==> src/rtl/layer_seq_pkg.sv <==
// Shared types and default widths for the MLP layer sequencer.
package layer_seq_pkg;

  localparam int IN_W    = 16;  // input count / input index width
  localparam int NEU_W   = 8;   // neuron count / neuron index width
  localparam int WADDR_W = 24;  // flat weight address width (>= IN_W + NEU_W)

  typedef enum logic [2:0] {
    S_IDLE  = 3'd0,
    S_CLEAR = 3'd1,
    S_FETCH = 3'd2,
    S_MAC   = 3'd3,
    S_ACT   = 3'd4,
    S_WRITE = 3'd5,
    S_DONE  = 3'd6
  } state_e;

endpackage

==> src/rtl/layer_sequencer_if.sv <==
// Control bundle between the network controller / neuron datapath and the
// layer sequencer. The sequencer uses the slave side.
interface layer_sequencer_if #(
  parameter int IN_W    = layer_seq_pkg::IN_W,
  parameter int NEU_W   = layer_seq_pkg::NEU_W,
  parameter int WADDR_W = layer_seq_pkg::WADDR_W
);

  // Layer request from the network controller
  logic               start;
  logic [IN_W-1:0]    n_inputs;
  logic [NEU_W-1:0]   n_neurons;
  logic               ready;
  logic               done;

  // Datapath enables and memory addresses
  logic               acc_clear;
  logic               load_input;
  logic               acc_en;
  logic               act_en;
  logic               out_we;
  logic [IN_W-1:0]    input_addr;
  logic [WADDR_W-1:0] weight_addr;
  logic [NEU_W-1:0]   out_addr;

  modport master (
    output start, n_inputs, n_neurons,
    input  ready, done, acc_clear, load_input, acc_en, act_en, out_we,
    input  input_addr, weight_addr, out_addr
  );

  modport slave (
    input  start, n_inputs, n_neurons,
    output ready, done, acc_clear, load_input, acc_en, act_en, out_we,
    output input_addr, weight_addr, out_addr
  );

endinterface

==> src/rtl/layer_seq_counter.sv <==
// Index counter with clear, increment and a terminal flag that is high when
// the count equals limit-1 (compared at full width).
module layer_seq_counter #(
  parameter int W = 8
) (
  input  logic         clk,
  input  logic         rst,    // synchronous, active-low
  input  logic         clr,
  input  logic         en,
  input  logic [W-1:0] limit,
  output logic [W-1:0] cnt,
  output logic         last
);

  logic [W-1:0] cnt_d, cnt_q;

  // Next count: clear has priority over increment
  always_comb begin
    // NOTE: default first so every path assigns cnt_d and no latch is inferred.
    cnt_d = cnt_q;
    if (clr) begin
      cnt_d = '0;
    end else if (en) begin
      cnt_d = cnt_q + W'(1);
    end
  end

  // Count register with synchronous reset
  always_ff @(posedge clk) begin
    // NOTE: non-blocking so all flops update together from pre-edge values.
    if (!rst) begin
      cnt_q <= '0;
    end else begin
      cnt_q <= cnt_d;
    end
  end

  assign cnt  = cnt_q;
  assign last = (cnt_q == limit - W'(1));

endmodule

==> src/rtl/layer_sequencer.sv <==
// Walks neurons and inputs of one MLP layer over a single shared neuron
// datapath, producing Moore enables and memory addresses.
module layer_sequencer
  import layer_seq_pkg::*;
#(
  parameter int IN_W    = layer_seq_pkg::IN_W,
  parameter int NEU_W   = layer_seq_pkg::NEU_W,
  parameter int WADDR_W = layer_seq_pkg::WADDR_W
) (
  input logic               clk,
  input logic               rst,   // synchronous, active-low
  layer_sequencer_if.slave  bus
);

  state_e             state_q, state_d;
  logic [IN_W-1:0]    n_inputs_q, n_inputs_d;
  logic [NEU_W-1:0]   n_neurons_q, n_neurons_d;
  // Running weight pointer: neurons are stored back to back, so the flat
  // address neuron_idx*n_inputs + in_idx is reached by counting MAC cycles.
  logic [WADDR_W-1:0] w_ptr_q, w_ptr_d;

  logic               in_clr, in_en, in_last;
  logic [IN_W-1:0]    in_idx;
  logic               neu_clr, neu_en, neu_last;
  logic [NEU_W-1:0]   neuron_idx;

  logic ready, done, acc_clear, load_input, acc_en, act_en, out_we;

  layer_seq_counter #(.W(IN_W)) u_in_cnt (
    .clk   (clk),
    .rst   (rst),
    .clr   (in_clr),
    .en    (in_en),
    .limit (n_inputs_q),
    .cnt   (in_idx),
    .last  (in_last)
  );

  layer_seq_counter #(.W(NEU_W)) u_neu_cnt (
    .clk   (clk),
    .rst   (rst),
    .clr   (neu_clr),
    .en    (neu_en),
    .limit (n_neurons_q),
    .cnt   (neuron_idx),
    .last  (neu_last)
  );

  // Next-state, counter control and Moore output decode
  always_comb begin
    state_d     = state_q;
    n_inputs_d  = n_inputs_q;
    n_neurons_d = n_neurons_q;
    w_ptr_d     = w_ptr_q;
    in_clr      = 1'b0;
    in_en       = 1'b0;
    neu_clr     = 1'b0;
    neu_en      = 1'b0;
    ready       = 1'b0;
    done        = 1'b0;
    acc_clear   = 1'b0;
    load_input  = 1'b0;
    acc_en      = 1'b0;
    act_en      = 1'b0;
    out_we      = 1'b0;

    unique case (state_q)
      S_IDLE: begin
        ready = 1'b1;
        if (bus.start) begin
          n_inputs_d  = bus.n_inputs;
          n_neurons_d = bus.n_neurons;
          in_clr      = 1'b1;
          neu_clr     = 1'b1;
          w_ptr_d     = '0;
          state_d     = (bus.n_neurons == '0) ? S_DONE : S_CLEAR;
        end
      end
      S_CLEAR: begin
        acc_clear = 1'b1;
        in_clr    = 1'b1;
        // A neuron with no inputs still produces its bias-only activation
        state_d   = (n_inputs_q != '0) ? S_FETCH : S_ACT;
      end
      S_FETCH: begin
        load_input = 1'b1;
        state_d    = S_MAC;
      end
      S_MAC: begin
        acc_en  = 1'b1;
        w_ptr_d = w_ptr_q + WADDR_W'(1);
        if (in_last) begin
          state_d = S_ACT;
        end else begin
          in_en   = 1'b1;
          state_d = S_FETCH;
        end
      end
      S_ACT: begin
        act_en  = 1'b1;
        state_d = S_WRITE;
      end
      S_WRITE: begin
        out_we = 1'b1;
        if (neu_last) begin
          state_d = S_DONE;
        end else begin
          neu_en  = 1'b1;
          state_d = S_CLEAR;
        end
      end
      S_DONE: begin
        done    = 1'b1;
        state_d = S_IDLE;
      end
      default: state_d = S_IDLE;
    endcase
  end

  // State, latched layer size and weight pointer
  always_ff @(posedge clk) begin
    if (!rst) begin
      state_q     <= S_IDLE;
      n_inputs_q  <= '0;
      n_neurons_q <= '0;
      w_ptr_q     <= '0;
    end else begin
      state_q     <= state_d;
      n_inputs_q  <= n_inputs_d;
      n_neurons_q <= n_neurons_d;
      w_ptr_q     <= w_ptr_d;
    end
  end

  assign bus.ready       = ready;
  assign bus.done        = done;
  assign bus.acc_clear   = acc_clear;
  assign bus.load_input  = load_input;
  assign bus.acc_en      = acc_en;
  assign bus.act_en      = act_en;
  assign bus.out_we      = out_we;
  assign bus.input_addr  = in_idx;
  assign bus.weight_addr = w_ptr_q;
  assign bus.out_addr    = neuron_idx;

endmodule

==> src/flat_wrapper.sv <==
// flat-port wrapper written by rule: the top's interface ports become plain ports
module layer_sequencer_flat import layer_seq_pkg::*;
#(
  parameter int IN_W    = layer_seq_pkg::IN_W,
  parameter int NEU_W   = layer_seq_pkg::NEU_W,
  parameter int WADDR_W = layer_seq_pkg::WADDR_W
)
  (clk, rst, bus_start, bus_n_inputs, bus_n_neurons, bus_ready, bus_done, bus_acc_clear, bus_load_input, bus_acc_en, bus_act_en, bus_out_we, bus_input_addr, bus_weight_addr, bus_out_addr);
  layer_sequencer_if #(.IN_W(IN_W), .NEU_W(NEU_W), .WADDR_W(WADDR_W)) bus_i ();
  input logic clk;
  input logic rst;
  input wire logic [$bits(bus_i.start)-1:0] bus_start;
  input wire logic [$bits(bus_i.n_inputs)-1:0] bus_n_inputs;
  input wire logic [$bits(bus_i.n_neurons)-1:0] bus_n_neurons;
  output wire logic [$bits(bus_i.ready)-1:0] bus_ready;
  output wire logic [$bits(bus_i.done)-1:0] bus_done;
  output wire logic [$bits(bus_i.acc_clear)-1:0] bus_acc_clear;
  output wire logic [$bits(bus_i.load_input)-1:0] bus_load_input;
  output wire logic [$bits(bus_i.acc_en)-1:0] bus_acc_en;
  output wire logic [$bits(bus_i.act_en)-1:0] bus_act_en;
  output wire logic [$bits(bus_i.out_we)-1:0] bus_out_we;
  output wire logic [$bits(bus_i.input_addr)-1:0] bus_input_addr;
  output wire logic [$bits(bus_i.weight_addr)-1:0] bus_weight_addr;
  output wire logic [$bits(bus_i.out_addr)-1:0] bus_out_addr;
  assign bus_i.start = bus_start;
  assign bus_i.n_inputs = bus_n_inputs;
  assign bus_i.n_neurons = bus_n_neurons;
  assign bus_ready = bus_i.ready;
  assign bus_done = bus_i.done;
  assign bus_acc_clear = bus_i.acc_clear;
  assign bus_load_input = bus_i.load_input;
  assign bus_acc_en = bus_i.acc_en;
  assign bus_act_en = bus_i.act_en;
  assign bus_out_we = bus_i.out_we;
  assign bus_input_addr = bus_i.input_addr;
  assign bus_weight_addr = bus_i.weight_addr;
  assign bus_out_addr = bus_i.out_addr;
  layer_sequencer #(.IN_W(IN_W), .NEU_W(NEU_W), .WADDR_W(WADDR_W)) u_core (.clk(clk), .rst(rst), .bus(bus_i));
endmodule
==> config.mk <==
export PLATFORM = sky130hd
export DESIGN_NAME = layer_sequencer_flat
export DESIGN_NICKNAME = d
export VERILOG_FILES = /design/src/rtl/layer_seq_pkg.sv /design/src/rtl/layer_sequencer_if.sv /design/src/rtl/layer_seq_counter.sv /design/src/rtl/layer_sequencer.sv /design/src/flat_wrapper.sv
export SDC_FILE = /design/constraint.sdc
export NUM_CORES = 1
export LEC_CHECK = 0
export CORE_UTILIZATION = 31
export DETAILED_ROUTE_END_ITERATION = 10
export SKIP_CTS_REPAIR_TIMING = 1
export SLEW_MARGIN = 25
export SYNTH_ARGS = -nofsm -noshare
export SYNTH_HDL_FRONTEND = slang
export SYNTH_SLANG_ARGS = --single-unit
==> constraint.sdc <==
create_clock -name clk -period 4.75 [get_ports clk]
set_input_delay 0.7125 -clock clk [delete_from_list [all_inputs] [get_ports clk]]
set_output_delay 0.7125 -clock clk [all_outputs]
set_load 0.05 [all_outputs]
======== Yosys cells after proc, flatten, opt, wreduce, memory -nomap -nowiden ========
Cells that the tools add are included.
cells by class
  add/subtract/negate cells ............... 5
  $mul .................................... 0
  divide/modulo/power cells ............... 0
  magnitude comparators ................... 0
  equal/unequal tests ..................... 9
  shifts and indexed selects .............. 0
  multiplexer cells ....................... 22
  bitwise operators ....................... 1
  reductions and logical operators ........ 8
operators by type and width
  kind                                                                  count
  24-bit one-hot mux with 2 select lines                                1
  24-bit by 1-bit adder with 24-bit output, second input constant       1
  24-bit 2-to-1 mux                                                     1
  3-bit one-hot mux with 6 select lines                                 1
  16-bit by 1-bit adder with 16-bit output, second input constant       1
  16-bit == test                                                        1
  16-bit nonzero test                                                   1
  16-bit by 1-bit subtractor with 16-bit output, second input constant  1
  3-bit 2-to-1 mux                                                      5
  1-bit 2-to-1 mux                                                      13
  3-bit == test, second input constant                                  3
  8-bit by 1-bit adder with 8-bit output, second input constant         1
  8-bit == test                                                         1
  8-bit logical NOT                                                     1
  8-bit by 1-bit subtractor with 8-bit output, second input constant    1
  3-bit by 2-bit == test with 1-bit output, second input constant       2
  2-bit AND reduction                                                   2
  2-bit OR reduction                                                    2
  3-bit by 1-bit == test with 1-bit output, second input constant       1
  3-bit logical NOT                                                     1
  2-bit inequality test, second input constant                          1
  1-bit one-hot mux with 2 select lines                                 1
  2-bit nonzero test                                                    1
  1-bit inverter                                                        1
storage, ports and cells
  register bits after elaboration ......... 75
  latch bits .............................. 0
  bits in writable memories ............... 0
  ROM bits ................................ 0
  input bits .............................. 27
  output and inout port bits .............. 55
  logic and storage cells ................. 51
  memories ................................ 0

======== Longest topological paths before layout ========
Gate-level depths: netlist of run 1.
  depth in word-level cells ............... 4
  mapped depth ............................ 11
  gate-level depth less buffers ........... 9

======== By module ========
A second synthesis of run 1 with hierarchy kept.
second synthesis, totals
  cell total of the unflattened synthesis .. 516
  area, all modules ....................... 4235.3 µm²
by module, submodules not included
  module                                 instances  cells an instance  area each (µm²)  seq. area each (µm²)
  layer_sequencer                        1          295                2434.8           1021.0
  layer_seq_counter at u_core.u_in_cnt   1          150                1211.2           320.3
  layer_seq_counter at u_core.u_neu_cnt  1          71                 589.3            160.2

======== Least setup slack after synthesis of run 1 ========
OpenSTA, ideal clock, no wires.
  path kind ............................... reg-to-reg
  start ................................... reg u_core.n_inputs_q[3]
  end ..................................... reg u_core.u_in_cnt.cnt_q[10] (netlist: u_core.u_in_cnt.cnt[10])
  library setup time ...................... 0.070 ns
  arrival time ............................ 2.507 ns
  required time ........................... 4.680 ns
  slack ................................... 2.173 ns
  stages on the path, launching flop included .. 11
  buffers on the path ..................... 3
  period minus slack after synthesis ...... 2.577 ns
  cell sequence ........................... dfxtp_1 > buf_2 > or4_4 > or3_1 > a32o_1 > o21a_1 > a2111oi_4 > buf_6 > buf_6 > o31ai_1 > a21oi_1
between the ends
  word-level cells in the longest chain between the ends .. 4
ends and longest elaborated chain
  element                                        RTL line                 RTL
  start, declared                                layer_sequencer.sv:16    logic [IN_W-1:0] n_inputs_q, n_inputs_d;
  start signal, assigned                         layer_sequencer.sv:129   n_inputs_q <= n_inputs_d;
  16-bit by 1-bit subtractor with 16-bit output  layer_seq_counter.sv:39  assign last = (cnt_q == limit - W'(1));
  16-bit == test                                 layer_seq_counter.sv:39
  1-bit 2-to-1 mux                               layer_sequencer.sv:92    if (in_last) begin
  1-bit 2-to-1 mux                               layer_sequencer.sv:67    unique case (state_q)
  end signal, assigned                           layer_seq_counter.sv:34  cnt_q <= cnt_d;
  end, declared                                  layer_seq_counter.sv:15  logic [W-1:0] cnt_d, cnt_q;
No other way between the ends.
A chain may end at the register's enable or synchronous reset.

======== Worst setup path after layout of run 1 ========
  start ................................... reg u_core.state_q[0]
  end ..................................... out bus_acc_en
between the ends
  word-level cells in the longest chain between the ends .. 2
ends and longest elaborated chain
  element                                   RTL line                RTL
  start, declared                           layer_sequencer.sv:15   state_e state_q, state_d;
  start signal, assigned                    layer_sequencer.sv:128  state_q <= state_d;
  3-bit by 2-bit == test with 1-bit output  layer_sequencer.sv:67
  1-bit 2-to-1 mux                          layer_sequencer.sv:67
  end, declared                             flat_wrapper.sv:19      output wire logic [$bits(bus_i.acc_en)-1:0] bus_acc_en;
No other way between the ends.

==> flow_summary.yaml, run 1 <==
critical_path:
  slowest_delay_ns: 0.88
  crit_arrival_ns: 2.51
  crit_required_ns: 4.04
  crit_path_max_fanout: 26
  start_kind: "register"
  crit_path_cell_trace: "nand3b_1 -> buf_4 -> inv_1 -> clkdlybuf4s50_1"
  r2r-end: "u_core.u_in_cnt.cnt[12]"
  critPathTopFamily: "buffers and inverters"
  end_kind: "output port"
  cp_slowest_cell: "clkdlybuf4s50_1"
  reg2reg_from: "u_core.n_inputs_q[2]"
  worstRegToRegCells: 8
  timing.critical_path.from: "u_core.state_q[0]"
  r2r_setup_slack_ns: 1.89
  worst-path-buf-inv: 3
  path_class: "reg2out"
logic_synthesis:
  synthFlopType: "dfxtp_1"
  synthTopCellsByArea: "dfxtp_1 34%, nand2_1 8.2%, a21boi_0 5.1%"
  yosysSeqAreaShare: 0.340
  synth_cell_types: 57
  synthesis.nets: 590
  yosys.area.top_type: "dfxtp_1"
  syn_inst: 558
  yosysTopAreaCellShare: 0.340
  ys_seq_elements: 75
  synth_edf_count: 0
  yosys_warnings: 0
  async_flop_share: 0
  synth_area_sq_um: 4410
  syn_avg_cell_area_sq_um: 7.91
cts:
  clk_latency_ns: 0.34
  cts_tree: "done"
  cts.htree.levels: 3
  clk_pin_slew_worst_paths_ns: 0.06
  cts_made_buffers: 9
  clock-sinks: 75
  cts_root_buf: "clkbuf_16"
  cts.path.max_buffers: 2
global_routing:
  grt.total_usage: 0.168
  antenna_found_initial: 0
  grt_pass1_wl_um: 19500
  first_global_vias: 3899
  grt_max_degree: 40
  overflow: 0
min_path:
  min_from: "u_core.n_neurons_q[7]"
  whs_path_depth: 2
  hold_end: "u_core.n_neurons_q[7]"
  hold_class: "reg2reg"
sta:
  holdWs_ns: 0.481
  tightest_slew_ns: 0.946
  fin_setup_tns_ns: 0
  drv_slew: 0
  slew_headroom: 0.369
  finalHoldViolations: 0
  finClkSkew_ns: 0.00568
  min_period_ns: 3.22
  fin_crit_sh: 0.678
  max_freq_ghz: 0.310
  setup_violations: 0
  rsz0062_at_grt: "false"
detailed_routing:
  drtAntennaViolNets: 0
  post-route-drc-count: 0
  routed_wl_um: 12200
  vias: 4232
  first_pass_iters: 4
  via_per_inst: 5.26
  routedWlPerCell_um: 15.2
  drtIter0Drc: 183
die:
  start_util: 0.318
  die_area_sq_um: 14700
  fp.dieW_um: 121
  io_pins: 82
  rows: 43
  core_sq_um: 13900
  die_h_um: 121
final_layout:
  final_nets: 652
  ff_latch_area_sq_um: 1500
  mostFrequentLayoutCell: "nand2_1"
  final_cell_mix: "96 x nand2_1, 81 x clkdlybuf4s50_1, 75 x dfxtp_1"
  drive_gt1_frac: 0.0496
  multi_input_area_sq_um: 2730
  syn_to_final_growth_pct: 27.8
  finalInstanceArea_sq_um: 5640
  diodes: 0
  post-route-util: 0.406
  fill_cells: 1455
outcome:
  status: "complete, no violations"
power_and_ir_drop:
  p_leak_nw: 1.93
  power_density_nw_per_um2: 306
  ir_drop_mv: 0.188
run:
  drv_cap: 0
placed_design:
  io_buffers: 81
  gp_congestion: 0.820
  place_area_sq_um: 5340
  dpl.hpwl_um: 8920
state kept, by name, summed over array words and instances, names as in the netlist:
signal	flops
u_core.u_in_cnt.cnt	16
u_core.bus.weight_addr	24
u_core.u_neu_cnt.cnt	8
u_core.n_neurons_q	8
u_core.n_inputs_q	16
u_core.state_q	3
layout make-up:
cell class	instances	share of cell area
Clock buffer	10	0.0424
Clock inverter	6	0.0115
Inverter	11	0.00732
Multi-Input combinational cell	438	0.483
Sequential cell	75	0.266
Tap cell	180	0.0399
Timing Repair Buffer	85	0.149
synthesized netlist by cell type, types with 2 or more instances:
library cell / count
or4_1: 12
xnor2_1: 21
dfxtp_1: 75
inv_1: 11
xor2_1: 9
a211oi_1: 4
nand3b_1: 2
or2_2: 2
ha_1: 5
nor3_1: 12
o21ai_1: 2
a211o_1: 4
o31ai_1: 11
nor3b_1: 4
nor2b_1: 4
a21oi_1: 26
and2_1: 17
nand2b_1: 6
buf_1: 2
clkbuf_1: 29
a21boi_0: 30
nor4_1: 6
and4_1: 5
nand3_1: 32
and3_1: 10
o21a_1: 4
nor4b_1: 4
o211ai_1: 7
mux2i_1: 11
or3_1: 11
nand2_1: 96
nor2_1: 24
a2111oi_4: 2
o21bai_1: 3
a31oi_1: 3
nand4_1: 14
buf_6: 2
o21ai_0: 16
o31a_1: 2
per-stage QoR:
stage	power (W)	setup slack, ns	std cells
floorplan	0.000945	2.17	558
global placement	0.00103	1.90	789
detailed placement	0.00104	1.83	789
CTS	0.00174	1.50	805
global route	0.00181	1.39	805
finish	0.00173	1.53	805
where the power goes:
group,switching [W],internal [W],total (W)
Sequential,0.0000388,0.000650,0.000689
Clock,0.000281,0.000420,0.000701
Combinational,0.000196,0.000140,0.000336
worst max-delay path by stage:
stage	slack (ns)	to	cells past startpoint
floorplan	2.17	u_core.u_in_cnt.cnt[10]	10
global placement	1.90	bus_acc_en	4
detailed placement	1.83	u_core.u_in_cnt.cnt[10]	6
CTS	1.50	bus_acc_en	4
global route	1.39	bus_acc_en	4
finish	1.53	bus_acc_en	4
layer usage:
metal | GRT usage | wire, um | share of wire
met1 | 0.212 | 5650 | 0.46
met2 | 0.273 | 5760 | 0.47
met3 | 0.0296 | 548 | 0.045
met4 | 0.0872 | 261 | 0.021
met5 | 0 | 0 | 0
tightest hold or removal path, stage by stage, from the launching register on:
cell and delay [ns]:
dfxtp_1 0.31, nand2_1 0.05, a21boi_0 0.07
cells by family (layout without fill, tap and decap cells):
kind of cell	count (synthesis)	after routing	share of synthesized area
XOR/XNOR	30	30	0.0595
adder cells (fa/ha/maj)	5	5	0.0142
AND/OR/NAND/NOR	269	269	0.320
flip-flops	75	75	0.340
multiplexers	11	11	0.0250
AO/OA/AOI/OAI	123	123	0.199
buffers and inverters	45	112	0.0420
No activity file was read; power rests on OpenSTA's default activity.
==> run 2: changes to the inputs <==
clock period = 2.8 ns   (was 4.75 ns; I/O delays follow)
==> run 2 against run 1 <==
Effect of this change: worst setup slack lost 1.4 ns; total power up 67%; global-route usage increased by 0.55 points; sequential cell count unchanged; largest power group is now registers; sequential share of layout area is 0.71 points lower; first-iteration DRC count rose by 48%; clock skew increased by 0.0016 ns; core utilization grew 1.2 points.
==> flow_summary.yaml, run 2 (same netlist as run 1, synthesis figures left out) <==
critical_path:
  r2r-end: "u_core.u_in_cnt.cnt[6]"
  start_kind: "register"
  worstRegToRegCells: 9
  reg2reg_from: "u_core.n_inputs_q[2]"
  crit_arrival_ns: 2.98
  crit_path_max_fanout: 15
  r2r_setup_slack_ns: 0.09
  end_kind: "register"
  crit_required_ns: 3.07
  path_class: "reg2reg"
final_layout:
  mostFrequentLayoutCell: "nand2_1"
  drive_gt1_frac: 0.0827
  diodes: 0
  syn_to_final_growth_pct: 31.4
  final_nets: 668
  stdcell_count: 821
  largest_reg_flops: 24
  final_cell_mix: "96 x nand2_1, 79 x clkdlybuf4s50_1, 74 x dfxtp_1"
power_and_ir_drop:
  p_leak_nw: 2.03
  power_density_nw_per_um2: 497
  ir_drop_mv: 0.228
sta:
  fin_setup_tns_ns: 0
  max_freq_ghz: 0.369
  rsz0062_at_grt: "false"
  finalHoldViolations: 0
  finClkSkew_ns: 0.00726
  drv_slew: 0
  slew_headroom: 0.527
  setup_violations: 0
  fin_crit_sh: 0.967
  holdWs_ns: 0.475
  tightest_slew_ns: 0.707
  min_period_ns: 2.71
detailed_routing:
  routed_wl_um: 12300
  drtAntennaViolNets: 0
  vias: 4329
  first_pass_iters: 4
  via_per_inst: 5.27
  post-route-drc-count: 0
  drtIter0Drc: 270
  routedWlPerCell_um: 15.0
global_routing:
  first_global_vias: 4097
  overflow: 0
  grt.total_usage: 0.174
  antenna_found_initial: 0
  grt_max_degree: 40
  grt_pass1_wl_um: 20100
min_path:
  hold_class: "reg2reg"
  hold_end: "u_core.n_neurons_q[7]"
  whs_path_depth: 2
  min_from: "u_core.n_neurons_q[7]"
run:
  drv_cap: 0
cts:
  cts_made_buffers: 9
  clk_pin_slew_worst_paths_ns: 0.06
  clock-sinks: 75
  clk_latency_ns: 0.35
  cts.path.max_buffers: 2
  cts_root_buf: "clkbuf_16"
  cts_tree: "done"
  cts.htree.levels: 3
placed_design:
  io_buffers: 81
  dpl.hpwl_um: 9100
  gp_congestion: 0.873
  dp.cells: 802
outcome:
  status: "complete, no violations"
die:
  io_pins: 82
  die_h_um: 121
  start_util: 0.318
  core_sq_um: 13900
  fp.dieW_um: 121
  rows: 43
  die_area_sq_um: 14700
-- run 2: worst max-delay path by stage --
stage                     depth (start not counted)                 start  slack (ns)                       to
after floorplan                                  10  u_core.n_inputs_q[3]        0.22  u_core.u_in_cnt.cnt[10]
after global placement                           10  u_core.n_inputs_q[1]        0.17  u_core.u_in_cnt.cnt[14]
after detailed placement                         10  u_core.n_inputs_q[1]        0.08   u_core.u_in_cnt.cnt[4]
after CTS                                        10  u_core.n_inputs_q[1]        0.06   u_core.u_in_cnt.cnt[4]
after global routing                              9  u_core.n_inputs_q[2]       0.005  u_core.u_in_cnt.cnt[14]
final                                             9  u_core.n_inputs_q[2]        0.09   u_core.u_in_cnt.cnt[6]
-- run 2: area by class of cell --
type                            instances  area [sq um]
Fill cell                            1444          8080
Multi-Input combinational cell        438          2740
Sequential cell                        75          1500
Timing Repair Buffer                  101          1010
Clock buffer                            9           225
Tap cell                              180           225
Clock inverter                          7          51.3
Inverter                               11          41.3
-- run 2: critical path, stage by stage (launching register included) --
cell,delay [ns]
dfxtp_1,0.39
or4_1,0.62
nor4b_2,0.32
nor4b_1,0.11
nand4_1,0.16
a2111oi_4,0.06
buf_4,0.16
clkbuf_16,0.17
or4_1,0.50
a21oi_1,0.14
-- run 2: power by group --
group	internal, W	total (W)	switching, W	leakage (nW)
Clock	0.000604	0.00109	0.000488	0.132
Sequential	0.00110	0.00116	0.0000564	0.608
Combinational	0.000279	0.000632	0.000352	1.29
-- run 2: routing by layer --
metal,vias up,wire length [um],track usage
met4,0,289,0.0833
met3,21,494,0.0352
li1,2177,-,-
met1,2046,5740,0.222
met2,85,5810,0.278
met5,-,0,0
-- run 2: stage by stage --
step / utilization / power, W / setup WS (ns) / instance area, sq um
global placement: 0.394 / 0.00179 / 0.175 / 5470
CTS: 0.414 / 0.00291 / 0.0578 / 5740
floorplan: - / 0.00160 / 0.223 / 4410
finish: 0.418 / 0.00288 / 0.0927 / 5800
global route: 0.418 / 0.00304 / 0.00519 / 5800
detailed placement: 0.394 / 0.00180 / 0.0759 / 5470
